[src/rtl/parity_tx_ctrl_pkg.sv]
// Shared definitions for the parity transmit sequencer: FSM encoding,
// frame geometry and parity-mode constants.
package parity_tx_ctrl_pkg;

    typedef enum logic [1:0] {
        ST_IDLE  = 2'd0,
        ST_START = 2'd1,
        ST_DATA  = 2'd2,
        ST_STOP  = 2'd3
    } tx_state_t;

    localparam int FRAME_BITS = 10;
    localparam int DATA_BITS  = 7;

    localparam logic EVEN = 1'b0;
    localparam logic ODD  = 1'b1;

    // Odd mode flips the even-parity bit so the 8-bit word has an odd ones count.
    function automatic logic [DATA_BITS:0] add_parity(input logic [DATA_BITS-1:0] data,
                                                      input logic                 mode);
        return {(^data) ^ (mode == ODD), data};
    endfunction

endpackage

[src/rtl/parity_tx_ctrl_par_calc.sv]
// Combinational parity appender feeding the holding register.
module par_calc
    import parity_tx_ctrl_pkg::*;
(
    input  logic [DATA_BITS-1:0] data,
    input  logic                 mode,
    output logic [DATA_BITS:0]   word
);

    assign word = add_parity(data, mode);

endmodule

[src/rtl/parity_tx_ctrl.sv]
// Parity transmit sequencer: one-entry holding register in front of a
// start/8-data/stop serialiser with back-to-back frame chaining.
module parity_tx_ctrl
    import parity_tx_ctrl_pkg::*;
#(
    parameter int CLKS_PER_BIT = 4
) (
    input  logic                 clk,
    input  logic                 rst,
    input  logic                 in_valid,
    output logic                 in_ready,
    input  logic [DATA_BITS-1:0] in_data,
    input  logic                 par_mode,
    output logic                 tx,
    output logic                 busy,
    output logic [DATA_BITS:0]   frame_out,
    output logic                 frame_valid
);

    localparam int               CNT_W    = (CLKS_PER_BIT > 1) ? $clog2(CLKS_PER_BIT) : 1;
    localparam logic [CNT_W-1:0] CNT_LAST = CNT_W'(CLKS_PER_BIT - 1);
    localparam logic [2:0]       IDX_LAST = 3'(DATA_BITS);

    tx_state_t          state;
    tx_state_t          state_next;
    logic [CNT_W-1:0]   cnt;
    logic [CNT_W-1:0]   cnt_next;
    logic [2:0]         idx;
    logic [2:0]         idx_next;
    logic [DATA_BITS:0] shifter;
    logic [DATA_BITS:0] shifter_next;
    logic [DATA_BITS:0] hold_data;
    logic [DATA_BITS:0] par_word;
    logic               hold_full;
    logic               transfer;
    logic               load;
    logic               bit_done;
    logic               tx_next;
    logic               busy_next;

    par_calc u_par_calc (
        .data (in_data),
        .mode (par_mode),
        .word (par_word)
    );

    assign in_ready = ~hold_full;
    assign transfer = in_valid & ~hold_full;
    assign bit_done = (cnt == CNT_LAST);

    // Load and transfer are mutually exclusive: load needs a full slot, transfer an empty one.
    always_ff @(posedge clk or posedge rst) begin
        if (rst) begin
            hold_full <= 1'b0;
            hold_data <= '0;
        end else if (load) begin
            hold_full <= 1'b0;
        end else if (transfer) begin
            hold_full <= 1'b1;
            hold_data <= par_word;
        end
    end

    always_ff @(posedge clk or posedge rst) begin
        if (rst) begin
            state       <= ST_IDLE;
            cnt         <= '0;
            idx         <= '0;
            shifter     <= '0;
            tx          <= 1'b1;
            busy        <= 1'b0;
            frame_out   <= '0;
            frame_valid <= 1'b0;
        end else begin
            state       <= state_next;
            cnt         <= cnt_next;
            idx         <= idx_next;
            shifter     <= shifter_next;
            tx          <= tx_next;
            busy        <= busy_next;
            frame_valid <= load;
            if (load) begin
                frame_out <= hold_data;
            end
        end
    end

    always_comb begin
        state_next = state;
        cnt_next   = cnt;
        idx_next   = idx;
        load       = 1'b0;
        case (state)
            ST_IDLE: begin
                if (hold_full) begin
                    load       = 1'b1;
                    state_next = ST_START;
                    cnt_next   = '0;
                end
            end
            ST_START: begin
                if (bit_done) begin
                    state_next = ST_DATA;
                    cnt_next   = '0;
                    idx_next   = '0;
                end else begin
                    cnt_next = cnt + 1'b1;
                end
            end
            ST_DATA: begin
                if (bit_done) begin
                    cnt_next = '0;
                    if (idx == IDX_LAST) begin
                        state_next = ST_STOP;
                    end else begin
                        idx_next = idx + 1'b1;
                    end
                end else begin
                    cnt_next = cnt + 1'b1;
                end
            end
            ST_STOP: begin
                // A character already waiting chains straight into the next start bit.
                if (bit_done) begin
                    cnt_next = '0;
                    if (hold_full) begin
                        load       = 1'b1;
                        state_next = ST_START;
                    end else begin
                        state_next = ST_IDLE;
                    end
                end else begin
                    cnt_next = cnt + 1'b1;
                end
            end
            default: begin
                state_next = ST_IDLE;
                cnt_next   = '0;
                idx_next   = '0;
            end
        endcase
    end

    // Outputs are precomputed from the next state so tx and busy come straight off flops.
    always_comb begin
        shifter_next = load ? hold_data : shifter;
        busy_next    = (state_next != ST_IDLE);
        case (state_next)
            ST_START: tx_next = 1'b0;
            ST_DATA:  tx_next = shifter_next[idx_next];
            default:  tx_next = 1'b1;
        endcase
    end

endmodule

[config.mk]
export PLATFORM = sky130hd
export DESIGN_NAME = parity_tx_ctrl
export DESIGN_NICKNAME = d
export VERILOG_FILES = /design/src/rtl/parity_tx_ctrl_pkg.sv /design/src/rtl/parity_tx_ctrl_par_calc.sv /design/src/rtl/parity_tx_ctrl.sv
export SDC_FILE = /design/constraint.sdc
export NUM_CORES = 1
export LEC_CHECK = 0
export CORE_AREA = 4 4 74 76
export DETAILED_ROUTE_END_ITERATION = 16
export DIE_AREA = 0 0 78 80
export PLACE_DENSITY = 0.56
export SKIP_CTS_REPAIR_TIMING = 1
export SLEW_MARGIN = 30
export SYNTH_ARGS = -nofsm -noshare
export SYNTH_HDL_FRONTEND = slang
export SYNTH_SLANG_ARGS = --single-unit
[constraint.sdc]
create_clock -name clk -period 5.2 [get_ports clk]
set_clock_uncertainty 0.2 [all_clocks]
set_input_delay 0.52 -clock clk [delete_from_list [all_inputs] [get_ports clk]]
set_output_delay 0.52 -clock clk [all_outputs]
set_load 0.01 [all_outputs]
# Yosys cells after proc, flatten, opt, wreduce, memory -nomap -nowiden
# Cells that the tools add are included.
classes:
  n_addsub: 2
  magnitude_cmp: 1
  n_eq_ne: 8
  muxes: 23
  n_bitwise: 4
  reduce_logical: 6
op_table:
  columns: ["cell", "count"]
  rows:
  - ["$mux 2", 7]
  - ["$mux 3", 3]
  - ["$eq 2x2->1 const B", 4]
  - ["$mux 8", 1]
  - ["$pmux 2 s4", 1]
  - ["$reduce_xor 7->1", 1]
  - ["$mux 1", 6]
  - ["$pmux 3 s2", 1]
  - ["$eq 2x1->1 const B", 2]
  - ["$lt 3x4->1 const B", 1]
  - ["$pmux 1 s2", 2]
  - ["$pmux 2 s2", 1]
  - ["$reduce_bool 2->1", 2]
  - ["$add 3x1->3 const B", 1]
  - ["$bmux 1 s3", 1]
  - ["$eq 3x3->1 const B", 1]
  - ["$reduce_or 3->1", 1]
  - ["$add 2x1->2 const B", 1]
  - ["$logic_not 2->1", 1]
  - ["$ne 2x2->1 const B", 1]
  - ["$not 1->1", 2]
  - ["$reduce_and 2->1", 1]
  - ["$and 1x1->1", 1]
  - ["$xor 1x1->1", 1]
word_totals:
  reg_bits: 35
  output_inout_bits: 12
  word_cells: 54

# Longest topological paths before layout
# Gate-level depths: netlist of the first run.
logic_depth:
  ltp_word: 7
  mapped_depth: 10

# Cells and area by module
# From an unflattened synthesis of the first run, not the netlist that was laid out.
hier_totals:
  hier_cells: 168
  hier_area_um2: 1759.2
modules_own_cells:
  columns: ["mod", "instances", "cells_each", "area_each_um2"]
  rows:
  - ["parity_tx_ctrl", 1, 154, 1645.3]
  - ["par_calc", 1, 14, 113.9]

# Least setup slack after synthesis of the first run
# OpenSTA, ideal clock, no wires.
synth_path:
  kind: "register to register"
  from: "reg state[0]"
  to: "reg tx"
  setup_time_ps: 100
  arrival_time_ps: 2091
  setup_slack_ps: 2809
  path_stages_with_launch: 10
  path_buffers: 1
  period_less_slack_ps: 2391
  cell_sequence: "dfrtp_1 -> inv_1 -> ha_1 -> nand2b_1 -> or2_1 -> buf_6 -> mux2_4 -> o2111a_1 -> a41oi_2 -> a41oi_1"
synth_via:
  elab_chain_cells: 6
synth_rtl:
  columns: ["element", "line_no", "source"]
  rows:
  - ["start: declaration", "parity_tx_ctrl.sv:24", "tx_state_t state;"]
  - ["start signal: assignment", "parity_tx_ctrl.sv:75", "state <= state_next;"]
  - ["$eq 2x2->1 or $logic_not 2->1 (tied branches)", "parity_tx_ctrl.sv:93", "case (state)"]
  - ["$pmux 1 s2 *", "parity_tx_ctrl.sv:93", null]
  - ["$mux 8 *", "parity_tx_ctrl.sv:146", "shifter_next = load ? hold_data : shifter;"]
  - ["named net shifter_next[3]", "parity_tx_ctrl.sv:31", "logic [DATA_BITS:0] shifter_next;"]
  - ["$bmux 1 s3 *", "parity_tx_ctrl.sv:150", "ST_DATA: tx_next = shifter_next[idx_next];"]
  - ["$mux 1 (not written as such) *", "parity_tx_ctrl.sv:150", null]
  - ["$pmux 1 s2 *", "parity_tx_ctrl.sv:148", "case (state_next)"]
  - ["named net tx_next", "parity_tx_ctrl.sv:38", "logic tx_next;"]
  - ["end signal: assignment", "parity_tx_ctrl.sv:79", "tx <= tx_next;"]
  - ["end: declaration", "parity_tx_ctrl.sv:14", "output logic tx,"]
# The timed path passes the listed nets; every way through them passes the cells marked *. The select of a mux whose other input is x is not followed.
# A chain may end at the register's enable or synchronous reset.

# Worst setup path in the final report of the first run
layout_path:
  from: "reg state[0]"
  to: "reg tx"
layout_via:
  elab_chain_cells: 6
layout_rtl:
  columns: ["element", "line_no", "source"]
  rows:
  - ["$eq 2x2->1 or $logic_not 2->1 (tied branches)", "parity_tx_ctrl.sv:93", null]
  - ["$pmux 1 s2 *", "parity_tx_ctrl.sv:93", null]
  - ["named net load", "parity_tx_ctrl.sv:36", "logic load;"]
  - ["$mux 8 *", "parity_tx_ctrl.sv:146", null]
  - ["$bmux 1 s3 *", "parity_tx_ctrl.sv:150", null]
  - ["$mux 1 (not written as such) *", "parity_tx_ctrl.sv:150", null]
  - ["$pmux 1 s2 *", "parity_tx_ctrl.sv:148", null]
  - ["named net tx_next", "parity_tx_ctrl.sv:38", null]
# Marks and branches as above.

==> results, run 1 <==
- The number of standard-cell rows in the floorplan is 25.
- The sum of negative setup slack is 0 ps.
- In this run the worst path has a maximum fanout of 16.
- The number of antenna violations at the first check in global routing is 0.
- The type of the worst min-delay path is flop to flop.
- The number of failing setup endpoints in the final timing report is 0.
- The standby leakage power is 0.973 nW.
- The height of the chip is 80 um.
- The number of cells produced by synthesis is 162.
- TritonCTS built the clock tree.
- After detailed routing, the average wire length per cell comes to 13.5 um.
- For this configuration, the core starts out at a cell density of 35.3%.
- In the synthesized netlist the dominant register cell turns out to be sky130_fd_sc_hd__dfrtp_1.
- The largest net degree at the start of global routing is 36.
- The synthesized design contains 35 register bits.
- The residual antenna-violating net count after detailed routing is 0.
- The global-route usage over all layers is 12.4%.
- The total count of max-transition violations in the final report came to 0.
- The area of the mapped netlist is 0.00167 mm2.
- Averaged over all synthesized cells, the footprint is 10.3 um2.
- Leaving out fill and tap cells, the most frequent cells in the layout are sky130_fd_sc_hd__nand2_1, sky130_fd_sc_hd__dfrtp_1, sky130_fd_sc_hd__clkdlybuf4s50_1.
- The number of global-route vias before repair was 1,345.
- In this run, the number of DRC markers left after iteration 0 of detailed routing was 44.
- The tree is rooted in a sky130_fd_sc_hd__clkbuf_8.
- For this run, asynchronously set or reset flops after synthesis account for 100%.
- The via total after detailed routing is 1,223.
- The detailed-router iteration count before antenna repair is 4.
- After filler insertion, the fill cell instance count of the layout stands at 460.
- The post-detailed-placement half-perimeter wirelength is 2590 um.
- The number of top-level pins is 23.
- Max-cap violations in this run came to 0.
- The total power per unit cell area is 596 mW/mm2.
- During placement, the flow inserted port buffers numbering 22.
- The count of H-tree levels built during CTS is 2.
- The largest buffer count on any clock path is 2.
- Counting the buffers created by CTS gives 5.
- In this run the tightest slew margin relative to its limit is 55.1%.
- The share of the Yosys chip area taken by registers is 52.6%.
- Setup repair after global routing left no endpoint under its margin.
- The worst reg-to-reg setup slack is 2290 ps.
- The arrival time of data at the critical path endpoint is 2890 ps.
- The biggest area consumer among synthesized cells is sky130_fd_sc_hd__dfrtp_1.
- Yosys attributes the largest share of cell area to sky130_fd_sc_hd__dfrtp_1, sky130_fd_sc_hd__nand2_1, sky130_fd_sc_hd__ha_1, sky130_fd_sc_hd__mux2_2, sky130_fd_sc_hd__xnor2_1.
- The count of synthesis-stage warnings from yosys is 0.
- Clock-pin slew was measured on the worst setup and hold paths at 70 ps.
- For the pin with the worst max-slew slack, the measured transition is 673 ps.
- The final worst-path cycle share is 56.0%.
- The source-to-sink clock delay at the later pin of the worst-skew pair is 280 ps.
- The worst setup path is launched from a flop.
- For this run, design rule violations remaining after detail routing come to 0.
- The antenna diode count is 0.
- The number of clock sinks seen by CTS is 35.
- The core area is 0.00472 mm2.
- The fraction of the core area covered by cells at the end of the flow is 42.9%.
- The number of nets in the synthesized netlist is 180.
- In this run the horizontal extent of the chip is 78 um.
- In this run, distinct cell masters in the synthesized netlist total 39.
- The number of flops mapped to enable cells by yosys is 0.
- The global placement routability congestion is 0.776.
- The final wirelength is 3450 um.
- The most frequent standard cell in the layout excluding fill and tap cells is sky130_fd_sc_hd__nand2_1.
- For this run, the top clock speed supported by timing is 0.344 GHz.
- The endpoint class of the critical path is a flop.
- The flow ran to the end, and the final reports show no timing, DRC or antenna violations.
- Data on the critical path is required at its endpoint by 5180 ps.
- Across the VDD grid, the largest voltage drop is 0.200 mV.
- The number of failing hold endpoints at the final stage was 0.
- From synthesis to final layout, the design area changed by 21.5%.
- Using the TritonRoute via totals, the vias-per-cell ratio works out to 4.80.
- The wire length of the first global-routing pass is 6150 um.
- The sum of overflow across all layers after global routing is 0.
- The final net count is 205.
- The type of the setup path with the least slack is flop to flop.
- After synthesis, the largest area contributor takes up 51.1% of total cell area.
- The time the final worst path needs with I/O delays and setup is 2910 ps.
- The minimum hold slack is 270 ps.
- Of the cells placed in the final design, the portion with a size suffix greater than 1 is 10.1%.
- The die covers 0.00624 mm2.
-- worst max-delay path: stages (launching register included) --
cell and delay [ps]:
sky130_fd_sc_hd__dfrtp_1 420, sky130_fd_sc_hd__inv_1 110, sky130_fd_sc_hd__ha_1 380, sky130_fd_sc_hd__nand2b_1 160
sky130_fd_sc_hd__or2_1 490, sky130_fd_sc_hd__clkinv_1 390, sky130_fd_sc_hd__nand2_1 210, sky130_fd_sc_hd__nand3_1 110
sky130_fd_sc_hd__a41oi_2 200, sky130_fd_sc_hd__a41oi_1 130
-- worst paths after layout --
kind / startpoint / to / cells past startpoint
min reg2reg: shifter[1] / shifter[1] / 2
max: state[0] / tx / 9
max reg2reg: state[0] / tx / 9
max in group asynchronous: rst / tx / 3
min: shifter[1] / shifter[1] / 2
min in group asynchronous: rst / cnt[0] / 3
-- cell families after synthesis --
| group | share of synthesized area, % |
|---|---|
| fa+ha+maj | 5.26 |
| compound gates | 10.1 |
| buf+inv | 4.58 |
| mux | 5.63 |
| simple gates | 18.1 |
| flops | 52.6 |
| xor+xnor | 3.68 |
-- synthesized netlist by cell type, types with 3 or more instances --
| master | number |
|---|---|
| sky130_fd_sc_hd__xnor2_1 | 7 |
| sky130_fd_sc_hd__o21ai_0 | 4 |
| sky130_fd_sc_hd__mux2_2 | 7 |
| sky130_fd_sc_hd__a21oi_1 | 4 |
| sky130_fd_sc_hd__nand2_1 | 39 |
| sky130_fd_sc_hd__inv_1 | 10 |
| sky130_fd_sc_hd__ha_1 | 7 |
| sky130_fd_sc_hd__dfrtp_1 | 34 |
| sky130_fd_sc_hd__nand3_1 | 4 |
| sky130_fd_sc_hd__nand2b_1 | 3 |
| sky130_fd_sc_hd__nor2_1 | 7 |
-- cell type report --
type	instances	area [um2]	share of cell area (%)
flip-flops and latches	35	877	43.3
multi-input cells	111	713	35.2
repair buffers	23	228	11.2
well taps	67	83.8	4.14
clock buffers	7	76.3	3.77
inverters	11	41.3	2.04
clock inverters	1	5.00	0.247
-- through the flow --
step                      cell area, um2  cells  worst slack (ps)  total power [mW]
after global placement              1940    247              2470              1.00
after global routing                2020    255              2000              1.32
after detailed placement            1940    247              2320              1.03
after CTS                           2020    255              2290              1.22
after floorplan                     1670    162              2810             0.843
final                               2020    255              2290              1.21
-- state kept, by name, summed over array words and instances, names as in the netlist --
signal,count
tx,1
state,2
hold_full,1
frame_out,8
frame_valid,1
cnt,2
idx,3
shifter,8
hold_data,8
busy,1
-- routing by layer --
layer	track usage (%)	share of wire (%)	wire [um]
met1	14.2	44	1510
met2	22.4	50	1730
met3	3.27	4.8	167
met4	4.20	1.1	39
met5	0	0	0
-- where the power goes --
| group | switching [mW] | total, mW | internal [mW] |
|---|---|---|---|
| Combinational | 0.302 | 0.553 | 0.251 |
| Clock | 0.0913 | 0.185 | 0.0939 |
| Sequential | 0.0686 | 0.468 | 0.400 |
Power figures use the tool's default switching activity.
==> run 2, diff against run 1 <==
- clock period: 5.2 -> 2.8 ns (I/O delays scaled with it)
==> results, run 2 (synthesis results as in run 1) <==
- The wire length of the first global-routing pass came to 5680 um (-7.7%).
- The time the final worst path needs with I/O delays and setup was 2570 ps (-340 ps).
- The number of global-route vias before repair was 1,214 (-9.7%).
- The fraction of the core area covered by cells at the end of the flow is 43.3% (+0.40 points).
- The number of failing setup endpoints in the final timing report is 0 (unchanged).
- The endpoint class of the critical path is a flop.
- The routed via count divided by cell count is 4.73 (-1.4%).
- The largest registers in the layout are frame_out: 8 flops, hold_data: 8 flops, shifter: 8 flops.
- The number of antenna violations at the first check in global routing is 0 (unchanged).
- Leaving out fill and tap cells, the most frequent cells in the layout are sky130_fd_sc_hd__nand2_1, sky130_fd_sc_hd__dfrtp_1, sky130_fd_sc_hd__clkdlybuf4s50_1.
- The type of the worst min-delay path is primary input to asynchronous set/reset pin.
- The slew of the pin with the lowest slew margin is 452 ps (-221 ps).
- Compared with the post-synthesis result, the final layout area differs by 22.6%.
- The achievable frequency was 0.389 GHz (+13%).
- The count of H-tree levels built during CTS is 2 (unchanged).
- The run finished with clean final reports.
- The proportion of layout cells with a drive suffix above 1 is 11.6% (+1.5 points).
- The source-to-sink clock delay at the later pin of the worst-skew pair came to 290 ps (about the same).
- The worst setup path is launched from a flop.
- The standby leakage power is 0.981 nW (+0.88%).
- The final net count is 207 (+0.98%).
- The number of top-level pins is 23 (unchanged).
- The reported max-cap violation count came to 0 (unchanged).
- The sum of overflow across all layers after global routing came to 0 (unchanged).
- The post-detailed-placement half-perimeter wirelength is 2460 um (-4.8%).
- The die span in x is 78 um (unchanged).
- The residual antenna-violating net count after detailed routing is 0 (unchanged).
- Setup repair after global routing left no endpoint under its margin.
- The data required time at the worst endpoint came to 2780 ps (-2400 ps).
- The global-route usage over all layers is 11.6% (-0.79 points).
- The height of the chip came to 80 um (unchanged).
- The full die area is 0.00624 mm2 (unchanged).
- The total power per unit cell area is 1100 mW/mm2 (+84%).
- The relative slew slack is 69.9% (+15 points).
- The total count of max-transition violations in the final report came to 0 (unchanged).
- The maximum fanout encountered on the critical timing path is 7 (-9).
- The number of CTS-inserted buffers is 5 (unchanged).
- The clock transition time at the flip-flop clock pins of the worst setup and hold paths is 70 ps (about the same).
- The final wirelength is 3250 um (-5.8%).
- The number of failing hold endpoints at the final stage is 0 (unchanged).
- The starting density of the core came to 35.3% (unchanged).
- CTS placed an instance of sky130_fd_sc_hd__clkbuf_8 at the clock tree root.
- The largest buffer count on any clock path was 2 (unchanged).
- Leaving out fill and tap cells, the most frequent cell in the layout is sky130_fd_sc_hd__nand2_1.
- The core area was 0.00472 mm2 (unchanged).
- The number of port buffers is 22 (unchanged).
- The CTS tree is yes.
- The number of DRC violations after detailed routing is 0 (unchanged).
- The via total after detailed routing is 1,215 (-0.65%).
- The detailed-router iteration count before antenna repair is 4 (unchanged).
- The number of DRC markers after the initial detailed-route iteration came to 33 (-25%).
- The largest vdd supply drop came to 0.455 mV (+130%).
- The sum of negative setup slack is 0 ps (unchanged).
- The mean routed wirelength per cell is 12.6 um (-6.6%).
- The final worst-path cycle share is 91.8% (+36 points).
- The largest net degree at the start of global routing is 36 (unchanged).
- The arrival time of data at the critical path endpoint is 2550 ps (-340 ps).
- The antenna diode count is 0 (unchanged).
- The number of clock sinks seen by CTS is 35 (unchanged).
- The number of standard-cell rows in the floorplan was 25 (unchanged).
- The worst reg-to-reg setup slack is 230 ps (-2060 ps).
- The type of the setup path with the least slack is flop to flop.
- The global placement routability congestion is 0.780 (+0.61%).
==> run 2: cell count changes in the layout (fill, tap and decap cells not counted) <==
cell and delta:
sky130_fd_sc_hd__clkbuf_1 -1, sky130_fd_sc_hd__buf_4 +2, sky130_fd_sc_hd__clkinvlp_4 +1
==> run 2: per-stage QoR <==
stage / total power, mW / hold slack (ps) / cell area, um2 / setup WS, ps / cells
finish: 2.24 / 185 / 2040 / 231 / 257
global route: 2.44 / 244 / 2040 / 61.9 / 257
detailed placement: 1.91 / 259 / 1960 / 232 / 249
floorplan: 1.57 / 205 / 1670 / 409 / 162
CTS: 2.28 / 208 / 2040 / 218 / 257
global placement: 1.88 / 253 / 1960 / 321 / 249
==> run 2: where the power goes <==
| part | internal (mW) | leakage (nW) | switching (mW) |
|---|---|---|---|
| sequential | 0.743 | 0.429 | 0.122 |
| combinational | 0.479 | 0.511 | 0.542 |
| clock | 0.174 | 0.0412 | 0.178 |
| total | 1.40 | 0.981 | 0.842 |
==> run 2: worst paths after layout <==
| kind | startpoint | endpoint | cells after the start |
|---|---|---|---|
| hold reg to reg | shifter[0] | shifter[0] | 2 |
| hold / removal | rst | cnt[0] | 3 |
| min in group clk | shifter[0] | shifter[0] | 2 |
| max in group asynchronous | rst | tx | 3 |
| setup / recovery | state[1] | tx | 8 |
| setup reg to reg | state[1] | tx | 8 |
==> run 2: worst max-delay path: stages (launching register included) <==
cell and delay [ps]:
sky130_fd_sc_hd__dfrtp_1 420, sky130_fd_sc_hd__inv_1 100, sky130_fd_sc_hd__ha_1 340, sky130_fd_sc_hd__nand2b_1 190, sky130_fd_sc_hd__or2_1 340, sky130_fd_sc_hd__mux2_4 330
sky130_fd_sc_hd__o2111a_1 260, sky130_fd_sc_hd__a41oi_2 150, sky130_fd_sc_hd__a41oi_1 140
==> run 2: per-layer routing <==
metal  global-route usage (%)  part of all wire (%)  up-vias
li1                         -                     -      596
met1                     14.6                    46      587
met2                     18.8                    47       27
met3                     3.50                   4.6        5
met4                     4.72                   1.5        0
met5                        0                     0        -
==> run 2: area by class of cell <==
class | instances | area, um2
Fill cell | 459 | 2680
Sequential cell | 35 | 877
Multi-Input combinational cell | 111 | 713
Timing Repair Buffer | 25 | 243
Tap cell | 67 | 83.8
Clock buffer | 6 | 72.6
Inverter | 11 | 41.3
Clock inverter | 2 | 12.5
